==> src/rtl/vector_packer.sv <==
// Serial-to-parallel packer: collects up to NUM signed WIDTH-bit words into one
// packed NUM*WIDTH vector (lane k at [k*WIDTH +: WIDTH]), zero-filling short
// vectors closed early by in_last, and presents it on a valid/ready output.
module vector_packer #(
   parameter int unsigned NUM   = 2,
   parameter int unsigned WIDTH = 32,
   parameter int unsigned CNT_W = 2
) (
   input  logic                 clk,
   input  logic                 rst_n,
   input  logic [WIDTH-1:0]     in_data,
   input  logic                 in_valid,
   input  logic                 in_last,
   output logic                 in_ready,
   output logic [NUM*WIDTH-1:0] out_data,
   output logic [CNT_W-1:0]     out_count,
   output logic                 out_valid,
   input  logic                 out_ready
);

   localparam int unsigned VEC_W = NUM * WIDTH;
   localparam logic [CNT_W-1:0] LAST_LANE = CNT_W'(NUM - 1);

   typedef enum logic {
      FILL = 1'b0,
      FULL = 1'b1
   } state_t;

   state_t           state;
   logic [CNT_W-1:0] cnt;
   logic [CNT_W-1:0] wr_lane;
   logic [VEC_W-1:0] next_vec;
   logic             accept;
   logic             xfer;
   logic             close;

   // While FULL, an accepted word can only enter when the held vector leaves,
   // so input readiness follows the downstream ready in that state.
   assign in_ready = (state == FILL) || out_ready;
   assign accept   = in_valid && in_ready;
   assign xfer     = out_valid && out_ready;

   // A word accepted while FULL always starts the next vector at lane 0.
   assign wr_lane  = (state == FULL) ? '0 : cnt;
   assign close    = in_last || (wr_lane == LAST_LANE);

   // Vector image after writing the current word; lane 0 clears all other lanes.
   always_comb begin
      next_vec = out_data;
      for (int unsigned k = 0; k < NUM; k++) begin
         if (CNT_W'(k) == wr_lane) begin
            next_vec[k*WIDTH +: WIDTH] = in_data;
         end else if (wr_lane == '0) begin
            next_vec[k*WIDTH +: WIDTH] = '0;
         end
      end
   end

   // Fill/full control, lane counter and registered output vector.
   always_ff @(posedge clk or negedge rst_n) begin
      if (!rst_n) begin
         state     <= FILL;
         cnt       <= '0;
         out_data  <= '0;
         out_count <= '0;
         out_valid <= 1'b0;
      end else begin
         if (accept) begin
            out_data <= next_vec;
            if (close) begin
               state     <= FULL;
               out_valid <= 1'b1;
               out_count <= CNT_W'(wr_lane + 1'b1);
               cnt       <= '0;
            end else begin
               state     <= FILL;
               out_valid <= 1'b0;
               cnt       <= CNT_W'(wr_lane + 1'b1);
            end
         end else if (xfer) begin
            state     <= FILL;
            out_valid <= 1'b0;
            cnt       <= '0;
         end
      end
   end

endmodule

==> config.mk <==
export PLATFORM = sky130hd
export DESIGN_NAME = vector_packer
export DESIGN_NICKNAME = d
export VERILOG_FILES = /design/src/rtl/vector_packer.sv
export SDC_FILE = /design/constraint.sdc
export NUM_CORES = 1
export LEC_CHECK = 0
export ABC_AREA = 1
export CAP_MARGIN = 20
export CORE_MARGIN = 2
export CORE_UTILIZATION = 30
export CTS_CLUSTER_DIAMETER = 30
export DETAILED_ROUTE_END_ITERATION = 8
export SYNTH_ARGS = -nofsm -noshare
export SYNTH_HDL_FRONTEND = slang
export SYNTH_SLANG_ARGS = --single-unit
==> constraint.sdc <==
create_clock -name clk -period 5 [get_ports clk]
set_clock_uncertainty 0.1 [all_clocks]
set_input_delay 0.5 -clock clk [delete_from_list [all_inputs] [get_ports clk]]
set_output_delay 0.5 -clock clk [all_outputs]
set_load 0.01 [all_outputs]
==> insert_results.sql, run 1 <==
INSERT INTO impl_metrics (metric_group, metric, value, unit) VALUES
('run_status', 'run_status', 'finished, final reports clean', ''),
('synthesis', 'seq_area_frac_synth', '54.08', '%'),
('grt', 'grt_pass1_vias', '2996', ''),
('sta', 'finalHoldViolCount', '0', ''),
('sta', 'timing.final.crit_period', '2.756', 'ns'),
('pwr', 'leakage', '2.382', 'nW'),
('worst_setup_path', 'rr_worst_depth', '9', ''),
('synthesis', 'netlist-cell-type-count', '16', ''),
('route', 'detail_route.wl_per_cell', '14.41', 'um'),
('grt', 'antenna_found_initial', '0', ''),
('synthesis', 'post_synth_instance_area', '3193', 'um^2'),
('clock_network', 'clk_path_buf_depth', '2', ''),
('sta', 'grt_setup_unrepaired', 'false', ''),
('grt', 'grt.total_usage', '16.29', '%'),
('placed_design', 'place_ws', '2.149', 'ns'),
('route', 'routed_wl', '8.850', 'mm'),
('synthesis', 'synth_top_cell_by_area', 'sky130_fd_sc_hd__dfrtp_1', ''),
('clock_network', 'post-cts-setup-buffers', '0', ''),
('layout', 'layout_commonest_cell', 'sky130_fd_sc_hd__nand2_1', ''),
('floorplan', 'dieHeight', '107.2', 'um'),
('clock_network', 'cts-hold-fix-buffers', '0', ''),
('layout', 'layout.nets', '512', ''),
('pwr', 'p_sw', '0.0005494', 'W'),
('hold_path', 'worst_min_delay_path_class', 'input pin to asynchronous set/reset pin', ''),
('clock_network', 'ctsRootBufferMaster', 'sky130_fd_sc_hd__clkbuf_8', ''),
('worst_setup_path', 'setup.worst_path.class', 'input pin to primary output', ''),
('layout', 'fillers', '1028', ''),
('floorplan', 'std_cell_rows', '37', ''),
('sta', 'slack_of_the_critical_path', '2.244', 'ns'),
('worst_setup_path', 'crit_path_end_kind', 'primary output', ''),
('sta', 'maxSlewHeadroom', '42.53', '%'),
('worst_setup_path', 'cp.arrival', '2.16', 'ns'),
('route', 'tritonroute_pass_1_iters', '4', ''),
('layout', 'most-common-layout-cells', '171 x sky130_fd_sc_hd__nand2_1, 102 x sky130_fd_sc_hd__clkdlybuf4s50_1, 69 x sky130_fd_sc_hd__dfrtp_1', ''),
('flow_run', 'drv.max_cap_violation_count', '0', ''),
('sta', 'achievable-frequency', '0.3628', 'GHz'),
('clock_network', 'cts.sink_count', '69', ''),
('route', 'dr.first_iter.drc_count', '150', ''),
('sta', 'fin_crit_sh', '55.12', '%'),
('layout', 'area.growth.synth_to_final', '39.97', '%'),
('sta', 'setup-tns-final', '0', 'ns'),
('clock_network', 'ctsResizeCount', '0', ''),
('synthesis', 'post_synthesis_net_count', '426', ''),
('floorplan', 'ios', '105', ''),
('synthesis', 'netlist_top_cells_area', 'sky130_fd_sc_hd__dfrtp_1 54%, sky130_fd_sc_hd__nand2_1 20%, sky130_fd_sc_hd__nand4_1 13%', ''),
('pwr', 'power_density', '396.6', 'nW/um^2'),
('worst_setup_path', 'critical_path.reg2reg.startpoint', 'state', ''),
('grt', 'grt.overflow.total', '0', ''),
('synthesis', 'synth_largest_type_area_fraction', '54.08', '%'),
('synthesis', 'syn_area_per_cell', '8.251', 'um^2'),
('route', 'route.detailed.drc', '0', ''),
('route', 'drt-vias-per-instance', '4.844', ''),
('grt', 'wire_length_of_the_first_global_routing_pass', '14.62', 'mm'),
('clock_network', 'cts-buffers-inserted', '9', ''),
('clock_network', 'clk_latency', '0.33', 'ns'),
('placed_design', 'routabilityCongestion', '0.7837', ''),
('clock_network', 'tritoncts_clock_tree', 'done', ''),
('pwr', 'irDropWorstVdd', '0.0001452', 'V'),
('grt', 'largest_net_degree_at_the_start_of_global_routing', '70', ''),
('sta', 'report.final.setup_viol', '0', ''),
('sta', 'timing.final.max_slew_violations', '0', ''),
('worst_setup_path', 'startpoint_type', 'input pin', ''),
('pwr', 'clkPwrFrac', '28.6', '%'),
('synthesis', 'synth_seq_cells', '69', ''),
('clock_network', 'cts-htree-levels', '3', ''),
('synthesis', 'gate_count_post_synth', '387', ''),
('floorplan', 'initial_util', '30.93', '%'),
('clock_network', 'clkTransAtPathRegs', '0.08', 'ns'),
('floorplan', 'width_of_the_die', '107.2', 'um'),
('pwr', 'combPwrFrac', '30.1', '%'),
('worst_setup_path', 'required', '4.40', 'ns');
[synth_stat cells]
cell type,n
sky130_fd_sc_hd__inv_1,36
sky130_fd_sc_hd__clkbuf_1,8
sky130_fd_sc_hd__nand3_4,1
sky130_fd_sc_hd__o21ai_0,1
sky130_fd_sc_hd__nand3_2,1
sky130_fd_sc_hd__nand2_2,1
sky130_fd_sc_hd__buf_2,18
sky130_fd_sc_hd__nand3_1,1
sky130_fd_sc_hd__nand2_1,172
sky130_fd_sc_hd__dfrtp_1,69
sky130_fd_sc_hd__nand4_1,68
sky130_fd_sc_hd__buf_4,4
sky130_fd_sc_hd__nor2_1,1
sky130_fd_sc_hd__ha_1,2
sky130_fd_sc_hd__inv_2,1
sky130_fd_sc_hd__buf_6,3
[cells by family after synthesis]
logic type      after synthesis  synth area share, %
simple gates                245                34.87
fa+ha+maj                     2               0.7836
flops                        69                54.08
buf+inv                      70                10.11
compound gates                1               0.1566
[metal layers]
layer,routed length (um),GRT usage [%]
met5,0,0
met4,51,7.328
met3,532,3.708
met2,4142,25.23
met1,4124,21.70
[critical path, stage by stage]
cell	delay [ns]
sky130_fd_sc_hd__clkdlybuf4s50_1	0.45
sky130_fd_sc_hd__inv_1	0.04
sky130_fd_sc_hd__nand2_2	0.49
sky130_fd_sc_hd__clkdlybuf4s50_1	0.67
[final cells by class]
type                    instances  area (um^2)  area share, %
flip-flops and latches         69         1727          38.63
multi-input cells             248         1146          25.64
well taps                     136        170.2          3.807
repair buffers                108         1064          23.80
inverters                      37        138.9          3.107
clock buffers                  10        137.6          3.080
clock inverters                 6        86.33          1.932
[sequential cells by signal, indices dropped and copies added (netlist names)]
signal and count:
out_data 64, cnt 2, out_count 2, state 1
[power by group through the flow]
| stage | sequential, W | clock, W | combinational, W |
|---|---|---|---|
| 2_1_floorplan | 0.000778 | 0 | 0.000198 |
| 3_3_place_gp | 0.000743 | 0 | 0.000528 |
| 3_5_place_dp | 0.000740 | 0 | 0.000540 |
| 4_1_cts | 0.000733 | 0.000521 | 0.000541 |
| 5_1_grt | 0.000746 | 0.000547 | 0.000590 |
| 6_report | 0.000732 | 0.000507 | 0.000533 |
[worst max-delay path by stage]
| stage | slack (ns) | cells after the start | to | from |
|---|---|---|---|---|
| global placement | 2.19 | 7 | out_data[0] | out_ready |
| global route | 2.09 | 9 | out_count[0] | state |
| detailed placement | 2.15 | 7 | out_data[12] | out_ready |
| floorplan | 3.31 | 8 | out_data[22] | state |
| finish | 2.24 | 4 | in_ready | out_ready |
| CTS | 2.25 | 4 | in_ready | out_ready |
[through the flow]
step / hold WS (ns) / cells / total power [W] / cell area [um^2] / utilization [%]
2_1_floorplan: 0.1044 / 387 / 0.0009765 / 3193 / -
3_3_place_gp: 0.3587 / 598 / 0.001271 / 4245 / 41.12
3_5_place_dp: 0.3626 / 598 / 0.001280 / 4245 / 41.12
4_1_cts: 0.2083 / 614 / 0.001795 / 4469 / 43.29
5_1_grt: 0.2482 / 614 / 0.001883 / 4469 / 43.29
6_report: 0.1928 / 614 / 0.001772 / 4469 / 43.29
Power figures use the tool's default switching activity.
==> run 2, diff against run 1 <==
Clock period 5 ns to 2.43 ns, I/O delays scaled along.
==> run 2 against run 1 <==
Against the previous run: critical path depth grew 2; critical endpoint is now out_data[29]; sequential power increased by 100%; total power grew 100%; setup slack got worse by 1.8 ns; count of clock-buffer cells in the layout unchanged; cell count grew 0.98%; sequential share of layout area is 0.34 points lower; critical path type is now flop to flop; first-iteration DRC count decreased by 16%; core utilization rose by 0.39 points; design area up 0.90%.
==> insert_results.sql, run 2 (synthesis results as in run 1) <==
INSERT INTO impl_metrics (metric_group, metric, value, unit) VALUES
('run_status', 'run_status', 'finished, final reports clean', ''),
('placed_design', 'dpl.hpwl', '5.803', 'mm'),
('sta', 'timing.final.max_slew_violations', '0', ''),
('pwr', 'internal_power', '0.002408', 'W'),
('route', 'drt-vias-per-instance', '4.776', ''),
('sta', 'tightestPinTransition', '0.8792', 'ns'),
('worst_setup_path', 'timing.critical_path.mode_cell', 'sky130_fd_sc_hd__nand2_1', ''),
('layout', 'fillers', '1034', ''),
('floorplan', 'ios', '105', ''),
('route', 'post_drt_antenna_nets', '0', ''),
('clock_network', 'ctsResizeCount', '0', ''),
('sta', 'grt_setup_unrepaired', 'false', ''),
('clock_network', 'clk_path_buf_depth', '2', ''),
('grt', 'wire_length_of_the_first_global_routing_pass', '14.46', 'mm'),
('clock_network', 'cts-htree-levels', '3', ''),
('worst_setup_path', 'startpoint_type', 'flop', ''),
('clock_network', 'clk_latency', '0.34', 'ns'),
('grt', 'antenna_found_initial', '0', ''),
('hold_path', 'worst_min_delay_path_class', 'input pin to flop', ''),
('hold_path', 'worstHoldPathCells', '3', ''),
('clock_network', 'cts.sink_count', '69', ''),
('floorplan', 'core_area', '10320', 'um^2'),
('pwr', 'switch_share', '32.23', '%'),
('route', 'dr.first_iter.drc_count', '126', ''),
('flow_run', 'drv.max_cap_violation_count', '0', ''),
('layout', 'register_area', '1727', 'um^2'),
('layout', 'largest_register_ff_count', '64', ''),
('worst_setup_path', 'crit_path_max_incr_delay', '0.41', 'ns'),
('sta', 'timing.final.crit_period', '1.937', 'ns'),
('sta', 'report.final.setup_viol', '0', ''),
('floorplan', 'width_of_the_die', '107.2', 'um'),
('grt', 'largest_net_degree_at_the_start_of_global_routing', '74', ''),
('route', 'tritonroute_pass_1_iters', '4', ''),
('floorplan', 'dieHeight', '107.2', 'um'),
('placed_design', 'routabilityCongestion', '0.7973', ''),
('route', 'route.detailed.drc', '0', ''),
('clock_network', 'clkTransAtPathRegs', '0.08', 'ns'),
('grt', 'grt.overflow.total', '0', ''),
('layout', 'final_layout_size_suffix_gt1_share', '6.405', '%'),
('floorplan', 'std_cell_rows', '37', ''),
('clock_network', 'cts-buffers-inserted', '9', ''),
('worst_setup_path', 'worstPathCellList', 'inv_2, nand2_2, ha_1, nand3_4, nand2_1, nand2_1', ''),
('worst_setup_path', 'required', '2.56', 'ns'),
('layout', 'diodes', '0', ''),
('pwr', 'design_power_total', '0.003553', 'W'),
('worst_setup_path', 'rr_worst_depth', '6', ''),
('route', 'route.vias.total', '2961', ''),
('pwr', 'irDropWorstVdd', '0.0003311', 'V'),
('sta', 'fin_crit_sh', '79.70', '%'),
('grt', 'grt.total_usage', '16.13', '%'),
('floorplan', 'dieArea', '11480', 'um^2'),
('layout', 'most-common-layout-cells', '171 x sky130_fd_sc_hd__nand2_1, 102 x sky130_fd_sc_hd__clkdlybuf4s50_1, 69 x sky130_fd_sc_hd__dfrtp_1', ''),
('sta', 'achievable-frequency', '0.5164', 'GHz'),
('layout', 'max_flop_register', 'out_data', ''),
('route', 'routed_wl', '8.885', 'mm'),
('layout', 'multiInputGateArea', '1146', 'um^2'),
('clock_network', 'cts-hold-fix-buffers', '1', ''),
('clock_network', 'ctsRootBufferMaster', 'sky130_fd_sc_hd__clkbuf_8', ''),
('layout', 'layout.nets', '518', ''),
('route', 'detail_route.wl_per_cell', '14.33', 'um'),
('pwr', 'clkPwrFrac', '26.0', '%'),
('worst_setup_path', 'cp.arrival', '2.06', 'ns'),
('clock_network', 'tritoncts_clock_tree', 'done', ''),
('layout', 'biggestRegsByFlops', 'out_data x64, cnt x2, out_count x2', ''),
('layout', 'area.growth.synth_to_final', '41.22', '%'),
('pwr', 'p_sw', '0.001145', 'W'),
('worst_setup_path', 'critPathMaxFanout', '32', ''),
('placed_design', 'portBuffers', '104', ''),
('worst_setup_path', 'setup.worst_path.class', 'flop to flop', ''),
('pwr', 'power_density', '787.9', 'nW/um^2'),
('worst_setup_path', 'crit_path_end_kind', 'flop', ''),
('clock_network', 'post-cts-setup-buffers', '0', ''),
('sta', 'setup-tns-final', '0', 'ns'),
('grt', 'grt_pass1_vias', '2889', ''),
('worst_setup_path', 'cpMaxStageDelayCell', 'sky130_fd_sc_hd__ha_1', ''),
('pwr', 'power.sequential.fraction', '42.3', '%'),
('sta', 'finalHoldViolCount', '0', ''),
('layout', 'layout_commonest_cell', 'sky130_fd_sc_hd__nand2_1', ''),
('pwr', 'leakage', '2.399', 'nW'),
('sta', 'maxSlewHeadroom', '41.39', '%'),
('pwr', 'combPwrFrac', '31.7', '%'),
('floorplan', 'initial_util', '30.93', '%');
[run 2: cell types whose count changed in the layout (fill, tap and decap cells not counted), sizes merged]
cell	delta
buf	+5
bufinv	-1
clkinvlp	+1
dlygate4sd3	+1
[run 2: final timing paths]
check | from | end | slack, ns
worst max-delay path | state | out_data[29] | 0.49
worst min-delay path | in_valid | out_data[39] | 0.34
worst max register to register | state | out_data[29] | 0.49
worst min register to register | out_data[24] | out_data[24] | 0.38
max in group asynchronous | rst_n | out_data[36] | 1.19
min in group asynchronous | rst_n | out_data[3] | 0.45
[run 2: power groups by stage]
stage               clock network [W]  registers [W]  logic (W)
finish                       0.000925        0.00150    0.00113
detailed placement                  0        0.00152    0.00113
floorplan                           0        0.00160   0.000408
CTS                          0.000955        0.00151    0.00114
global route                  0.00101        0.00153    0.00124
global placement                    0        0.00152    0.00112
[run 2: metrics by stage]
stage               util [%]  worst slack, ns  hold WS, ns  instances  instance area (um^2)
global route           43.68           0.2588       0.3634        620                  4509
finish                 43.68           0.4933       0.3398        620                  4509
detailed placement     41.73           0.4230       0.3277        603                  4308
floorplan                  -           0.7421      -0.1526        387                  3193
CTS                    43.68           0.4659       0.3295        620                  4509
global placement       41.73           0.4731       0.3222        603                  4308
[run 2: routing by layer]
layer  vias up  GRT usage (%)  routed length (um)  part of all wire [%]
met5         -              0                   0                     0
met4         0          6.215                 155                   1.7
met3        11          4.316                 528                   5.9
met2        88          24.50                4002                    45
met1      1428          21.88                4199                    47
li1       1434              -                   -                     -
[run 2: layout make-up]
class	count	share of cell area, %
Timing Repair Buffer	114	25.19
Sequential cell	69	38.29
Multi-Input combinational cell	248	25.42
Clock inverter	6	1.415
Clock buffer	10	2.830
Tap cell	136	3.774
Inverter	37	3.080
[run 2: worst max-delay path, delay by kind of cell, from the launching register on]
family,cells,cell delay (ns)
AND/OR/NAND/NOR,4,0.85
buffers and inverters,1,0.05
flip-flops,1,0.40
adder cells (fa/ha/maj),1,0.41
==> run 3, diff against run 2 <==
Clock period 2.43 ns to 1.65 ns, I/O delays scaled along.
==> run 3 against run 2 <==
Against the previous run: non-clock buffer count increased by 11; worst hold slack got worse by 0.17 ns; cell count increased by 1.9%; routed wire length increased by 5.0%; setup slack got worse by 0.39 ns; combinational power increased by 58%; maximum frequency increased by 25%; sequential share of layout area decreased by 1.7 points; highest routed layer unchanged.
==> insert_results.sql, run 3 (synthesis results as in run 1) <==
INSERT INTO impl_metrics (metric_group, metric, value, unit) VALUES
('layout', 'register_area', '1727', 'um^2'),
('pwr', 'leakage', '2.496', 'nW'),
('layout', 'largest_register_ff_count', '64', ''),
('sta', 'report.final.setup_viol', '0', ''),
('clock_network', 'cts-buffers-inserted', '9', ''),
('layout', 'layout.nets', '530', ''),
('route', 'drt-vias-per-instance', '4.737', ''),
('clock_network', 'clkTransAtPathRegs', '0.07', 'ns'),
('pwr', 'irDropWorstVdd', '0.0004600', 'V'),
('grt', 'largest_net_degree_at_the_start_of_global_routing', '36', ''),
('worst_setup_path', 'critPathMaxFanout', '4', ''),
('hold_path', 'worst_min_delay_path_class', 'input pin to asynchronous set/reset pin', ''),
('grt', 'grt_pass1_vias', '2890', ''),
('floorplan', 'core_area', '10320', 'um^2'),
('clock_network', 'ctsRootBufferMaster', 'sky130_fd_sc_hd__clkbuf_8', ''),
('worst_setup_path', 'worstPathCellList', 'inv_2, nand2_1, inv_1, ha_4, inv_1, nand2_1, nand3_1, nand2_1, nand2_1', ''),
('layout', 'finish.utilization', '45.69', '%'),
('sta', 'tightestPinTransition', '0.4060', 'ns'),
('sta', 'achievable-frequency', '0.6451', 'GHz'),
('placed_design', 'dpl.hpwl', '6.327', 'mm'),
('worst_setup_path', 'crit_path_max_incr_delay', '0.40', 'ns'),
('grt', 'grt.overflow.total', '0', ''),
('layout', 'most-common-layout-cells', '171 x sky130_fd_sc_hd__nand2_1, 100 x sky130_fd_sc_hd__clkdlybuf4s50_1, 69 x sky130_fd_sc_hd__dfrtp_1', ''),
('worst_setup_path', 'cpMaxStageDelayCell', 'sky130_fd_sc_hd__dfrtp_1', ''),
('placed_design', 'routabilityCongestion', '0.8039', ''),
('clock_network', 'clk_path_buf_depth', '2', ''),
('route', 'tritonroute_pass_1_iters', '4', ''),
('grt', 'grt.total_usage', '16.44', '%'),
('sta', 'fin_crit_sh', '93.94', '%'),
('worst_setup_path', 'timing.critical_path.mode_cell', 'sky130_fd_sc_hd__nand2_1', ''),
('grt', 'wire_length_of_the_first_global_routing_pass', '14.70', 'mm'),
('floorplan', 'initial_util', '30.93', '%'),
('clock_network', 'tritoncts_clock_tree', 'done', ''),
('route', 'routed_wl', '9.325', 'mm'),
('worst_setup_path', 'startpoint_type', 'flop', ''),
('layout', 'layout_commonest_cell', 'sky130_fd_sc_hd__nand2_1', ''),
('floorplan', 'width_of_the_die', '107.2', 'um'),
('flow_run', 'drv.max_cap_violation_count', '0', ''),
('placed_design', 'post-place-cells', '614', ''),
('layout', 'fin_area', '4717', 'um^2'),
('clock_network', 'post-cts-setup-buffers', '0', ''),
('sta', 'setup-tns-final', '0', 'ns'),
('run_status', 'run_status', 'finished, final reports clean', ''),
('clock_network', 'cts-htree-levels', '3', ''),
('layout', 'area.growth.synth_to_final', '47.73', '%'),
('pwr', 'power_density', '1152', 'nW/um^2'),
('sta', 'maxSlewHeadroom', '72.93', '%'),
('layout', 'biggestRegsByFlops', 'out_data x64, cnt x2, out_count x2', ''),
('sta', 'grt_setup_unrepaired', 'true', ''),
('floorplan', 'ios', '105', ''),
('layout', 'diodes', '0', ''),
('route', 'route.detailed.drc', '0', ''),
('floorplan', 'std_cell_rows', '37', ''),
('sta', 'timing.final.crit_period', '1.550', 'ns'),
('layout', 'finish.cell_count_without_fillers', '632', ''),
('worst_setup_path', 'cp.arrival', '1.68', 'ns'),
('route', 'post_drt_antenna_nets', '0', ''),
('floorplan', 'dieHeight', '107.2', 'um'),
('worst_setup_path', 'required', '1.78', 'ns'),
('layout', 'max_flop_register', 'out_data', ''),
('layout', 'multiInputGateArea', '1189', 'um^2'),
('worst_setup_path', 'crit_path_end_kind', 'flop', ''),
('route', 'detail_route.wl_per_cell', '14.75', 'um'),
('route', 'route.vias.total', '2994', ''),
('sta', 'timing.final.max_slew_violations', '0', ''),
('worst_setup_path', 'setup.worst_path.class', 'flop to flop', ''),
('layout', 'final_layout_size_suffix_gt1_share', '9.274', '%'),
('floorplan', 'dieArea', '11480', 'um^2'),
('sta', 'slack_of_the_critical_path', '0.09997', 'ns'),
('placed_design', 'portBuffers', '104', ''),
('placed_design', 'place_ws', '-0.01379', 'ns'),
('layout', 'fillers', '1010', ''),
('placed_design', 'post_placement_cell_area', '4453', 'um^2'),
('worst_setup_path', 'timing.reg2reg.setup_slack', '0.1', 'ns'),
('clock_network', 'clk_latency', '0.33', 'ns'),
('grt', 'antenna_found_initial', '0', ''),
('clock_network', 'cts.sink_count', '69', ''),
('route', 'dr.first_iter.drc_count', '138', ''),
('sta', 'finalHoldViolCount', '0', '');
[run 3: where the power goes]
part	switching (W)	internal [W]	total, W
registers	0.000206	0.00201	0.00222
logic	0.000858	0.000921	0.00178
clock network	0.000658	0.000781	0.00144
total	0.00172	0.00371	0.00543
[run 3: worst max-delay path, delay by kind of cell, from the launching register on]
kind	cells	cell delay, ns
adder cells (fa/ha/maj)	1	0.18
buffers and inverters	3	0.26
AND/OR/NAND/NOR	5	0.49
flip-flops	1	0.40
[run 3: area by class of cell]
type	count	area share (%)
clock buffers	11	3.210
clock inverters	5	1.247
inverters	37	2.944
multi-input cells	249	25.20
flip-flops and latches	69	36.60
well taps	136	3.607
repair buffers	125	27.19
[run 3: worst paths after layout]
check | startpoint | to | cells past startpoint
worst max register to register | state | out_count[1] | 9
worst min-delay path | rst_n | out_data[3] | 2
max in group asynchronous | rst_n | out_data[14] | 3
worst min register to register | out_data[2] | out_data[2] | 2
min in group clk | in_valid | out_data[34] | 3
worst max-delay path | state | out_count[1] | 9
[run 3: timing repair]
item | in CTS | in global routing
endpoints found under the hold margin | 69 | 0
pin swaps | 0 | 1
endpoints found under the setup margin | 17 | 54
hold buffers | 1 | 0
gates resized for setup | 3 | 5
gates cloned | 0 | 1
[run 3: routing by layer]
layer	track usage, %	vias up	wire length, um
met2	25.09	90	4160
met4	5.659	0	110
met1	23.09	1434	4520
li1	-	1459	-
met3	3.526	11	532
met5	0	-	0
[run 3: through the flow]
stage	hold slack (ns)	total power, W
after floorplan	-0.2306	0.002963
after global placement	-0.01956	0.003978
after detailed placement	-0.01515	0.003998
after CTS	0.1464	0.005464
after global routing	0.1762	0.005763
final	0.1696	0.005434
